## src/rtl/wb_master_ctrl_if.sv

```systemverilog
// Wishbone classic bus bundle between the initiator (master) and a target (slave).
interface wb_master_ctrl_if #(
    parameter int AW = 32,
    parameter int DW = 32
);
    logic              wbm_cyc_o;
    logic              wbm_stb_o;
    logic              wbm_we_o;
    logic [AW-1:0]     wbm_adr_o;
    logic [DW-1:0]     wbm_dat_o;
    logic [DW/8-1:0]   wbm_sel_o;
    logic [DW-1:0]     wbm_dat_i;
    logic              wbm_ack_i;
    logic              wbm_err_i;

    modport master (
        output wbm_cyc_o, wbm_stb_o, wbm_we_o, wbm_adr_o, wbm_dat_o, wbm_sel_o,
        input  wbm_dat_i, wbm_ack_i, wbm_err_i
    );

    modport slave (
        input  wbm_cyc_o, wbm_stb_o, wbm_we_o, wbm_adr_o, wbm_dat_o, wbm_sel_o,
        output wbm_dat_i, wbm_ack_i, wbm_err_i
    );
endinterface

```

## src/rtl/wb_master_ctrl.sv

```systemverilog
// Single-beat Wishbone classic initiator: command port in, bus cycle out,
// result (data + ok/err/timeout code) returned on a response port.
module wb_master_ctrl #(
    parameter int AW      = 32,
    parameter int DW      = 32,
    parameter int TIMEOUT = 1023
) (
    input  logic              wbm_clk_i,
    input  logic              wbm_rst_n,
    input  logic              cmd_valid,
    output logic              cmd_ready,
    input  logic              cmd_we,
    input  logic [AW-1:0]     cmd_addr,
    input  logic [DW-1:0]     cmd_wdata,
    input  logic [DW/8-1:0]   cmd_sel,
    output logic              rsp_valid,
    input  logic              rsp_ready,
    output logic [DW-1:0]     rsp_rdata,
    output logic [1:0]        rsp_code,
    output logic [15:0]       txn_cnt,
    output logic [7:0]        err_cnt,
    wb_master_ctrl_if.master  wb
);
    localparam int SW = DW / 8;
    localparam int CW = $clog2(TIMEOUT + 1);
    localparam logic [CW-1:0] TMO_LAST = CW'(TIMEOUT);

    localparam logic [1:0] CODE_OK  = 2'b00;
    localparam logic [1:0] CODE_ERR = 2'b01;
    localparam logic [1:0] CODE_TMO = 2'b10;

    typedef enum logic [1:0] {
        ST_IDLE = 2'd0,
        ST_REQ  = 2'd1,
        ST_RESP = 2'd2
    } state_t;

    state_t          state_q, state_d;
    logic            cyc_q, cyc_d;
    logic            we_q, we_d;
    logic [AW-1:0]   adr_q, adr_d;
    logic [DW-1:0]   dat_q, dat_d;
    logic [SW-1:0]   sel_q, sel_d;
    logic [CW-1:0]   tmo_q, tmo_d;
    logic [DW-1:0]   rdata_q, rdata_d;
    logic [1:0]      code_q, code_d;
    logic [15:0]     txn_q, txn_d;
    logic [7:0]      err_q, err_d;

    // cyc/stb come straight from a flop so the async reset drops them at once.
    always_ff @(posedge wbm_clk_i or negedge wbm_rst_n) begin
        if (!wbm_rst_n) begin
            state_q <= ST_IDLE;
            cyc_q   <= 1'b0;
            we_q    <= 1'b0;
            adr_q   <= '0;
            dat_q   <= '0;
            sel_q   <= '0;
            tmo_q   <= '0;
            rdata_q <= '0;
            code_q  <= CODE_OK;
            txn_q   <= '0;
            err_q   <= '0;
        end else begin
            state_q <= state_d;
            cyc_q   <= cyc_d;
            we_q    <= we_d;
            adr_q   <= adr_d;
            dat_q   <= dat_d;
            sel_q   <= sel_d;
            tmo_q   <= tmo_d;
            rdata_q <= rdata_d;
            code_q  <= code_d;
            txn_q   <= txn_d;
            err_q   <= err_d;
        end
    end

    always_comb begin
        state_d = state_q;
        cyc_d   = cyc_q;
        we_d    = we_q;
        adr_d   = adr_q;
        dat_d   = dat_q;
        sel_d   = sel_q;
        tmo_d   = tmo_q;
        rdata_d = rdata_q;
        code_d  = code_q;
        txn_d   = txn_q;
        err_d   = err_q;

        unique case (state_q)
            ST_IDLE: begin
                if (cmd_valid) begin
                    we_d    = cmd_we;
                    adr_d   = cmd_addr;
                    dat_d   = cmd_wdata;
                    sel_d   = cmd_sel;
                    tmo_d   = '0;
                    cyc_d   = 1'b1;
                    state_d = ST_REQ;
                end
            end
            ST_REQ: begin
                if (wb.wbm_err_i || wb.wbm_ack_i || (tmo_q == TMO_LAST)) begin
                    cyc_d   = 1'b0;
                    state_d = ST_RESP;
                    txn_d   = txn_q + 16'd1;
                    rdata_d = '0;
                    // err outranks ack, which outranks the timeout on the same edge
                    if (wb.wbm_err_i) begin
                        code_d = CODE_ERR;
                    end else if (wb.wbm_ack_i) begin
                        code_d = CODE_OK;
                        if (!we_q) begin
                            rdata_d = wb.wbm_dat_i;
                        end
                    end else begin
                        code_d = CODE_TMO;
                    end
                    if ((code_d != CODE_OK) && (err_q != 8'hFF)) begin
                        err_d = err_q + 8'd1;
                    end
                end else begin
                    tmo_d = tmo_q + 1'b1;
                end
            end
            ST_RESP: begin
                if (rsp_ready) begin
                    state_d = ST_IDLE;
                end
            end
            default: begin
                state_d = ST_IDLE;
                cyc_d   = 1'b0;
            end
        endcase
    end

    assign cmd_ready     = (state_q == ST_IDLE);
    assign rsp_valid     = (state_q == ST_RESP);
    assign rsp_rdata     = rdata_q;
    assign rsp_code      = code_q;
    assign txn_cnt       = txn_q;
    assign err_cnt       = err_q;

    assign wb.wbm_cyc_o  = cyc_q;
    assign wb.wbm_stb_o  = cyc_q;
    assign wb.wbm_we_o   = we_q;
    assign wb.wbm_adr_o  = adr_q;
    assign wb.wbm_dat_o  = dat_q;
    assign wb.wbm_sel_o  = sel_q;
endmodule

```

## src/flat_wrapper.sv

```systemverilog
// flat-port wrapper written by rule: the top's interface ports become plain ports
module wb_master_ctrl_flat 
#(
    parameter int AW      = 32,
    parameter int DW      = 32,
    parameter int TIMEOUT = 1023
)
  (wbm_clk_i, wbm_rst_n, cmd_valid, cmd_ready, cmd_we, cmd_addr, cmd_wdata, cmd_sel, rsp_valid, rsp_ready, rsp_rdata, rsp_code, txn_cnt, err_cnt, wb_wbm_cyc_o, wb_wbm_stb_o, wb_wbm_we_o, wb_wbm_adr_o, wb_wbm_dat_o, wb_wbm_sel_o, wb_wbm_dat_i, wb_wbm_ack_i, wb_wbm_err_i);
  wb_master_ctrl_if #(.AW(AW), .DW(DW)) wb_i ();
  input  logic wbm_clk_i;
  input  logic wbm_rst_n;
  input  logic cmd_valid;
  output logic cmd_ready;
  input  logic cmd_we;
  input  logic [AW-1:0] cmd_addr;
  input  logic [DW-1:0] cmd_wdata;
  input  logic [DW/8-1:0] cmd_sel;
  output logic rsp_valid;
  input  logic rsp_ready;
  output logic [DW-1:0] rsp_rdata;
  output logic [1:0] rsp_code;
  output logic [15:0] txn_cnt;
  output logic [7:0] err_cnt;
  output wire logic [$bits(wb_i.wbm_cyc_o)-1:0] wb_wbm_cyc_o;
  output wire logic [$bits(wb_i.wbm_stb_o)-1:0] wb_wbm_stb_o;
  output wire logic [$bits(wb_i.wbm_we_o)-1:0] wb_wbm_we_o;
  output wire logic [$bits(wb_i.wbm_adr_o)-1:0] wb_wbm_adr_o;
  output wire logic [$bits(wb_i.wbm_dat_o)-1:0] wb_wbm_dat_o;
  output wire logic [$bits(wb_i.wbm_sel_o)-1:0] wb_wbm_sel_o;
  input wire logic [$bits(wb_i.wbm_dat_i)-1:0] wb_wbm_dat_i;
  input wire logic [$bits(wb_i.wbm_ack_i)-1:0] wb_wbm_ack_i;
  input wire logic [$bits(wb_i.wbm_err_i)-1:0] wb_wbm_err_i;
  assign wb_wbm_cyc_o = wb_i.wbm_cyc_o;
  assign wb_wbm_stb_o = wb_i.wbm_stb_o;
  assign wb_wbm_we_o = wb_i.wbm_we_o;
  assign wb_wbm_adr_o = wb_i.wbm_adr_o;
  assign wb_wbm_dat_o = wb_i.wbm_dat_o;
  assign wb_wbm_sel_o = wb_i.wbm_sel_o;
  assign wb_i.wbm_dat_i = wb_wbm_dat_i;
  assign wb_i.wbm_ack_i = wb_wbm_ack_i;
  assign wb_i.wbm_err_i = wb_wbm_err_i;
  wb_master_ctrl #(.AW(AW), .DW(DW), .TIMEOUT(TIMEOUT)) u_core (.wbm_clk_i(wbm_clk_i), .wbm_rst_n(wbm_rst_n), .cmd_valid(cmd_valid), .cmd_ready(cmd_ready), .cmd_we(cmd_we), .cmd_addr(cmd_addr), .cmd_wdata(cmd_wdata), .cmd_sel(cmd_sel), .rsp_valid(rsp_valid), .rsp_ready(rsp_ready), .rsp_rdata(rsp_rdata), .rsp_code(rsp_code), .txn_cnt(txn_cnt), .err_cnt(err_cnt), .wb(wb_i));
endmodule
```

## config.mk

```make
export PLATFORM = sky130hd
export DESIGN_NAME = wb_master_ctrl_flat
export DESIGN_NICKNAME = d
export VERILOG_FILES = /design/src/rtl/wb_master_ctrl_if.sv /design/src/rtl/wb_master_ctrl.sv /design/src/flat_wrapper.sv
export SDC_FILE = /design/constraint.sdc
export NUM_CORES = 1
export LEC_CHECK = 0
export ABC_AREA = 1
export CAP_MARGIN = 0
export CORE_MARGIN = 2
export CORE_UTILIZATION = 40
export DETAILED_ROUTE_END_ITERATION = 10
export DONT_BUFFER_PORTS = 1
export GPL_TIMING_DRIVEN = 1
export PLACE_DENSITY_LB_ADDON = 0.05
export SYNTH_ARGS = -nofsm -noshare
export SYNTH_HDL_FRONTEND = slang
export SYNTH_SLANG_ARGS = --single-unit
```

## constraint.sdc

```tcl
create_clock -name wbm_clk_i -period 2.5 [get_ports wbm_clk_i]
set_clock_uncertainty 0.15 [all_clocks]
set_input_delay 0.5 -clock wbm_clk_i [delete_from_list [all_inputs] [get_ports wbm_clk_i]]
set_output_delay 0.5 -clock wbm_clk_i [all_outputs]
set_load 0.02 [all_outputs]
```

==> results.md, run 1 <==
Outcome:
- The flow ran to the end, but the final reports show violations.
- The checks that failed: hold timing.

Place:
- Routability-driven placement finished with a final weighted congestion of between 0.7 and 0.8.
- Input and output buffers added on the ports amount to 0.
- The HPWL reported at the end of detailed placement is ~9900 um.
- The post-detailed-placement cell area is 6320 um^2.

CTS:
- Clock-pin slew was measured on the worst setup and hold paths at ~0.060 ns.
- The clock latency on the worst-skew pair is between 0.4 and 0.5 ns.
- The clock tree from TritonCTS is done.
- The root buffer cell is sky130_fd_sc_hd__clkbuf_16.
- Counting along the longest clock path gives a buffer depth of 2.
- Buffers inserted during clock tree synthesis total 17.
- The clock drives 140 sinks.
- The H-tree was split into 4 levels.

Yosys:
- Counting flops with a built-in enable in the synthesized netlist gives 0.
- The predominant post-synthesis flop cell is sky130_fd_sc_hd__dfrtp_1.
- Yosys mapped the design onto 28 distinct sky130hd cell types.
- The synthesized design devotes to its leading area cell type a little under three fifths of total area.
- The average instance in the mapped netlist occupies 10.5 um^2.
- Of all cell types, the one taking the most synthesized area is sky130_fd_sc_hd__dfrtp_1.
- In the post-synthesis netlist, the biggest area contributors are sky130_fd_sc_hd__dfrtp_1 57%, sky130_fd_sc_hd__mux2_2 13%, sky130_fd_sc_hd__nand2_1 11%, sky130_fd_sc_hd__o21ai_2 3.7%, sky130_fd_sc_hd__nor2_1 2.1%.
- For this run, asynchronously set or reset flops after synthesis account for 100%.
- The synthesized net count is ~700.
- In the synthesized netlist, the number of instances is 588.
- The synthesized area is between 6000 and 7000 um^2.
- The number of warnings printed during yosys synthesis is 0.
- The cell with the most instances after synthesis is sky130_fd_sc_hd__nand2_1.
- Sorting the synthesized cells by how often they occur yields 182 x sky130_fd_sc_hd__nand2_1, 140 x sky130_fd_sc_hd__dfrtp_1, 69 x sky130_fd_sc_hd__mux2_2, 34 x sky130_fd_sc_hd__nor2_1, 26 x sky130_fd_sc_hd__o21ai_2.
- The proportion of synthesized chip area in sequential cells is 56.8%.
- The number of synthesized register bits is 140.

Power and ir drop:
- The power density over the cells is approximately 1300 nW/um^2.
- The worst-case IR drop observed on VDD is around 0.47 mV.
- The static power due to leakage is slightly above 3 nW.

Routing:
- The number of routed nets with antenna violations is 0.
- The final wirelength is between 10,000 and 15,000 um.
- In the final routed layout, each cell accounts on average for about 17 um.
- The first-pass iteration count of the detailed router is 4.
- After the first detailed-routing iteration, the DRC count stood at 228.
- The detail-routed via count per cell is between 5 and 6.
- Summing over every cut layer, the via total after detailed routing is just over 4,000.
- After detailed routing, the number of remaining DRC violations is 0.

Worst setup path:
- STA classifies the critical path endpoint as a flip-flop.
- The worst setup path is launched from a flip-flop.
- The startpoint of the worst register-to-register path is u_core.err_cnt[0].
- The data arrival at the endpoint of the critical path is roughly 2.1 ns.
- In this run the worst path has a maximum fanout of 10.
- STA puts the critical path data required time at between 2 and 3 ns.
- The end of the worst register-to-register path is u_core.err_cnt[2].
- The classification of the worst setup path is flip-flop to flip-flop.
- The number of cells on the worst reg-to-reg path is 9.
- The setup slack of the most critical reg-to-reg path is between 0.5 and 0.6 ns.

Cells and area:
- The signed area change from the synthesized netlist to the final layout is 11.3%.
- At the end of the flow, the number of nets in the layout was 701.
- Cells with a size suffix above 1 make up about a quarter of the layout.
- The summed area of non-filler cells in the final layout is 6870 um^2.
- The layout has 1,439 filler cells.
- The number of antenna diodes is 0.

Timing:
- Setup repair after global routing left no endpoint under its margin.
- The worst path uses roughly 79% of the clock period.
- Across all hold checks on the routed design, the worst slack comes to -0.374 ns.
- In this run the tightest slew margin relative to its limit is between 70% and 80%.
- Setup violations remaining at the end of the flow were counted as 0.
- The pin slew with the least headroom to its limit is ~0.43 ns.
- For the final routed database, the setup TNS stands at 0 ns.
- The final max-slew violation count is 0.
- Subtracting the final worst setup slack from the clock period gives 1.99 ns.
- The maximum achievable frequency is 503 MHz.
- The total count of hold-check failures in the final report is 140.

Flow run:
- Across the run, the number of max-cap violations was 0.

Floorplanning:
- The number of rows created at floorplan is between 40 and 50.
- In this run the horizontal extent of the chip is roughly 130 um.
- The vertical die dimension is around 130 um.
- The number of ports placed on the die boundary is between 200 and 250.
- The initial cell density of the core is between 40 and 50%.
- The total area inside the core boundary comes to 15,100 um^2.
- The die area is 16,400 um^2.

Global route:
- The largest net degree at the start of global routing is ~140.
- The first global-routing pass estimated about 21,000 um of wire.
- The via count of the first global-routing pass came to 3,960.
- The overall track demand over capacity in global routing is 16.5%.
- Summed over all layers, the global routing overflow is 0.
- The number of antenna violations at the first check in global routing is 0.

Min path:
- The class of the worst hold path is input port to async pin.
==> cells in the final DEF, fill, tap and decap left out, types with 2 or more instances in the layout <==
master	netlist	final
sky130_fd_sc_hd__nand2_1	182	181
sky130_fd_sc_hd__dfrtp_1	140	140
sky130_fd_sc_hd__mux2_2	69	69
sky130_fd_sc_hd__nor2_1	34	33
sky130_fd_sc_hd__o21ai_2	26	26
sky130_fd_sc_hd__inv_1	24	24
sky130_fd_sc_hd__nand3_1	24	24
sky130_fd_sc_hd__clkbuf_16	0	17
sky130_fd_sc_hd__o21ai_0	13	13
sky130_fd_sc_hd__o21ai_1	10	10
sky130_fd_sc_hd__xnor2_1	10	10
sky130_fd_sc_hd__xor2_1	8	8
sky130_fd_sc_hd__buf_4	6	5
sky130_fd_sc_hd__nor2_2	3	4
sky130_fd_sc_hd__clkinv_2	0	4
sky130_fd_sc_hd__nand2_4	2	3
sky130_fd_sc_hd__nand2_2	3	3
sky130_fd_sc_hd__nand4_1	3	3
sky130_fd_sc_hd__a21oi_1	3	3
sky130_fd_sc_hd__ha_1	3	3
sky130_fd_sc_hd__nand3b_1	2	2
sky130_fd_sc_hd__clkbuf_1	4	2
sky130_fd_sc_hd__clkinvlp_4	0	2
sky130_fd_sc_hd__clkinv_4	0	2
sky130_fd_sc_hd__clkbuf_8	0	2
sky130_fd_sc_hd__buf_12	0	2
==> cell type report <==
class                   instances  area [um^2]  area share, %
well taps                     188          235           3.43
flip-flops and latches        140         3500           51.0
clock inverters                10         91.3           1.33
clock buffers                  21          460           6.70
inverters                      25         93.8           1.37
repair buffers                  7         77.6           1.13
multi-input cells             400         2410           35.0
==> worst max-delay path, stage by stage, from the launching register on <==
cell                      delay [ns]
sky130_fd_sc_hd__dfrtp_1        0.48
sky130_fd_sc_hd__ha_1           0.28
sky130_fd_sc_hd__nand2_1        0.09
sky130_fd_sc_hd__nor2_1         0.06
sky130_fd_sc_hd__nand2_1        0.07
sky130_fd_sc_hd__nand2_1        0.06
sky130_fd_sc_hd__nor2_2         0.23
sky130_fd_sc_hd__nand2_1        0.27
sky130_fd_sc_hd__nand2_1        0.11
sky130_fd_sc_hd__o21ai_0        0.08
==> stage by stage <==
stage / total power, W / instances / setup WS, ns / util [%] / hold WS (ns)
global placement: 0.00662 / 760 / 0.589 / 41.7 / 0.0577
finish: 0.00893 / 791 / 0.514 / 45.3 / -0.374
floorplan: 0.00621 / 588 / 0.745 / - / 0.0544
detailed placement: 0.00668 / 760 / 0.525 / 41.7 / 0.0572
global route: 0.00942 / 791 / 0.337 / 45.3 / -0.398
CTS: 0.00906 / 791 / 0.519 / 45.3 / -0.392
==> worst max path at each step <==
| stage | depth (start not counted) | start | endpoint |
|---|---|---|---|
| after floorplan | 9 | u_core.err_cnt[0] | u_core.err_cnt[5] |
| after global placement | 9 | u_core.err_cnt[0] | u_core.err_cnt[2] |
| after detailed placement | 9 | u_core.err_cnt[0] | u_core.err_cnt[5] |
| after CTS | 9 | u_core.err_cnt[0] | u_core.err_cnt[5] |
| after global routing | 9 | u_core.err_cnt[0] | u_core.err_cnt[2] |
| final | 9 | u_core.err_cnt[0] | u_core.err_cnt[2] |
==> sequential cells by signal, indices dropped and copies added, names as in the netlist <==
register,flops
u_core.rsp_code,2
u_core.wb.wbm_dat_o,32
u_core.wb.wbm_we_o,1
u_core.state_q,2
u_core.wb.wbm_cyc_o,1
u_core.err_cnt,8
u_core.txn_cnt,16
u_core.wb.wbm_adr_o,32
u_core.rsp_rdata,32
u_core.wb.wbm_sel_o,4
u_core.tmo_q,10
==> logic make-up (layout without fill, tap and decap cells) <==
group	after synthesis	after routing	share of synthesized area, %
AOI/OAI and AO/OA	53	53	5.92
xor gates and xnor gates	18	18	2.56
adders and majority gates	3	3	0.609
buffers and inverters	48	63	4.36
DFF	140	140	56.8
muxes	69	69	12.6
and+or+nand+nor	257	257	17.2
==> power by group <==
part | total (W) | internal, W | switching, W
logic | 0.00171 | 0.000857 | 0.000858
clock network | 0.00233 | 0.00141 | 0.000920
registers | 0.00489 | 0.00311 | 0.00177
==> timing repair <==
item / 4_1_cts / 5_1_grt
setup buffers: 0 / 0
endpoints found under the hold margin: 140 / 140
gates resized for setup: 0 / 0
==> per-layer routing <==
metal	up-vias	wire length [um]	GRT usage, %
li1	1915	-	-
met1	1951	5410	18.9
met2	141	6950	27.7
met3	20	1160	6.51
met4	0	230	6.53
met5	-	0	0
No activity file was read; power rests on OpenSTA's default activity.
==> run 2, diff against run 1 <==
clock period = 1.8 ns   (was 2.5 ns; I/O delays follow)
==> results.md, run 2 (same netlist as run 1, synthesis figures left out) <==
Routing:
- For this run, design rule violations remaining after detail routing come to 0.
- The routed via count is ~4,600.
- After detailed routing, the number of vias per cell comes to about 5.
- The DRC violation total after the first TritonRoute iteration is between 150 and 200.
- In this run the remaining antenna-violating nets after routing total 0.
- In the final routed layout, each cell accounts on average for approximately 17 um.
- The final wirelength is 15,400 um.
- The first-pass iteration count of the detailed router is 4.

CTS:
- The maximum root-to-sink buffer count is 2.
- The clock tree synthesis step divided the H-tree into 4 levels.
- The total CTS buffers is 17.
- The clock-pin slew of the registers on the worst-case setup and hold paths is ~0.060 ns.
- The clock tree from TritonCTS is done.
- The number of hold buffers added after cts is between 100 and 150.
- The root buffer cell is sky130_fd_sc_hd__clkbuf_16.
- The number of sinks handled by clock tree synthesis is 140.
- Clock latency on the worst-skew pair, taken at its later pin, is about 0.4 ns.

Outcome:
- The final reports fail on hold timing.
- The run finished, with violations left.

Place:
- The final weighted congestion in routability-driven placement is 0.747.
- Buffers placed on the I/O ports in this run total 0.
- The post-detailed-placement cell area is between 6000 and 7000 um^2.
- The number of cells in the design after placement is between 700 and 800.
- Once detailed placement completed, the half-perimeter wirelength came to a little over 10,000 um.
- The worst-case setup slack after placement is -0.0261 ns.

Floorplanning:
- The initial utilization of the core area, before any placement, comes to between 40 and 50%.
- In this run the core area contains 45 standard-cell rows.
- From bottom edge to top edge, the die measures 128 um.
- The die area is between 15,000 and 20,000 um^2.
- The number of ports placed on the die boundary is 238.
- The chip width is between 100 and 150 um.
- In this run the standard cell core region covers ~15,000 um^2.

Timing:
- The headroom to the max-slew limit is between 60% and 70%.
- Of the available clock period, the critical path in the final layout requires around 97%.
- The pin slew with the least headroom to its limit is around 0.45 ns.
- The minimum period implied by the final worst setup slack is between 1.5 and 2 ns.
- The maximum achievable frequency is 573 MHz.
- The final max-slew violation count was 0.
- Setup repair after global routing could not meet its margin everywhere.
- The worst hold-check slack is -0.512 ns.
- Setup violations remaining at the end of the flow were counted as 0.
- The total count of hold-check failures in the final report is 140.
- The final-layout setup total negative slack is 0 ns.
- In the post-route analysis, the smallest setup slack over all paths is 0.0562 ns.

Min path:
- The class of the worst hold path is input port to async pin.

Global route:
- The met1 usage is between 20% and 30%.
- The first global-routing pass estimated about 24,000 um of wire.
- The number of antenna violations at the first check in global routing came to 0.
- The routing layer with the top usage in global route is met2.
- The via count of the first global-routing pass came to 4,657.
- In the global route stage, overall resource usage came out at between 15 and 20%.
- The leftover overflow at the end of global routing is 0.
- Entering global routing, the biggest net connects roughly 140 pins.
- Global routing used 32.9% of the available met2 tracks.
- In the global route stage, met3 resource usage came out at just under 6%.

Worst setup path:
- The path depth of the worst reg2reg path is 9.
- The worst setup path is of the flip-flop to flip-flop kind.
- The worst setup path is captured at a flip-flop.
- The end of the worst register-to-register path is u_core.rsp_rdata[23].
- The critical-path cell with the highest stage delay is sky130_fd_sc_hd__dfrtp_1.
- At the worst endpoint, the required time is roughly 2.0 ns.
- The critical path's largest stage delay is roughly 0.38 ns.
- In this run the critical register-to-register path is launched from u_core.tmo_q[0].
- The cell with the most instances on the worst path is sky130_fd_sc_hd__nand2_4.
- For the worst setup path, the data arrival time is 1.89 ns.
- The kind of launch point of the worst setup path is a flip-flop.
- The signal on the critical path passes through ha_2, nand2_4, nor2_4, nand3_2, nand2_4, nand2_8, buf_8, nand2_1, o21ai_1.
- Across all register-to-register paths, the minimum setup slack is 0.06 ns.
- In this run the worst path has a maximum fanout of 17.

Cells and area:
- Leaving out fill and tap cells, the most frequent cells in the layout are 174 x sky130_fd_sc_hd__nand2_1, 139 x sky130_fd_sc_hd__dfrtp_1, 104 x sky130_fd_sc_hd__dlygate4sd3_1.
- The library cell used most frequently in the layout, excluding fill and tap cells, is sky130_fd_sc_hd__nand2_1.
- The count of non-filler cells in the finished layout is 924.
- Summing all non-filler instances in the final layout gives an area of approximately 8300 um^2.
- The number of antenna diodes is 0.
- The number of nets in the layout is around 830.
- The area growth from synthesis to layout is 35.0%.
- Of the cells placed in the final design, the portion with a size suffix greater than 1 is about 25%.

Flow run:
- The tool flagged a number of max-cap violations equal to 0.

Power and ir drop:
- The analysis attributes to cell leakage a power of between 3 and 4 nW.
- The power density over the cells is approximately 1600 nW/um^2.
- The worst vdd rail ir drop is approximately 0.67 mV.
- The total power consumption of the routed design is approximately 0.013 W.
## run 2: repair_timing
action,CTS,global route
cloned,1,1
endpoints found under the hold margin,244,140
pin swaps,0,2
setup buffers,1,4
endpoints found under the setup margin,26,46
resized for setup,5,16
## run 2: worst max path at each step
stage                     slack, ns                   end               from
after floorplan                0.04     u_core.err_cnt[5]  u_core.err_cnt[0]
after global placement         0.02    u_core.txn_cnt[10]    u_core.tmo_q[0]
after detailed placement      -0.03    u_core.txn_cnt[10]    u_core.tmo_q[0]
after CTS                      0.01             cmd_ready  u_core.state_q[0]
after global routing          -0.02  u_core.rsp_rdata[24]    u_core.tmo_q[0]
final                          0.06  u_core.rsp_rdata[23]    u_core.tmo_q[0]
## run 2: final cells by class
cell class | instances | area [um^2]
clock buffer | 17 | 425
clock inverter | 14 | 186
fill | 1296 | 6820
inverter | 25 | 98.8
multi-input combinational | 400 | 2450
sequential | 140 | 3500
tap | 188 | 235
timing repair buffer | 140 | 1430
## run 2: power breakdown
| group | internal (W) | switching, W | total [W] |
|---|---|---|---|
| Clock | 0.00221 | 0.00142 | 0.00362 |
| Sequential | 0.00433 | 0.00233 | 0.00666 |
| Combinational | 0.00167 | 0.00154 | 0.00322 |
| Total | 0.00821 | 0.00529 | 0.0135 |
## run 2: through the flow
| step | utilization [%] | hold slack, ns |
|---|---|---|
| after floorplan | - | -0.0856 |
| after global placement | 43.0 | -0.0826 |
| after detailed placement | 43.0 | -0.0829 |
| after CTS | 54.2 | -0.534 |
| after global routing | 55.0 | -0.536 |
| final | 55.0 | -0.512 |
## run 2: critical path, delay by kind of cell, from the launching register on
family,cells,cell delay [ns]
AOI/OAI and AO/OA,1,0.07
adders and majority gates,1,0.22
buffers and inverters,1,0.19
DFF,1,0.38
and+or+nand+nor,6,0.61
## run 2: per-layer routing
metal	vias to the layer above	wire, um
met2	159	7960
met1	2231	6120
met3	21	1050
met5	-	0
met4	0	244
li1	2189	-
==> run 3, diff against run 2 <==
CTS_CLUSTER_SIZE = 40   (was not set)
==> results of run 3 <==
Same layout as run 2: the final DEF is identical, and so are final timing and power.
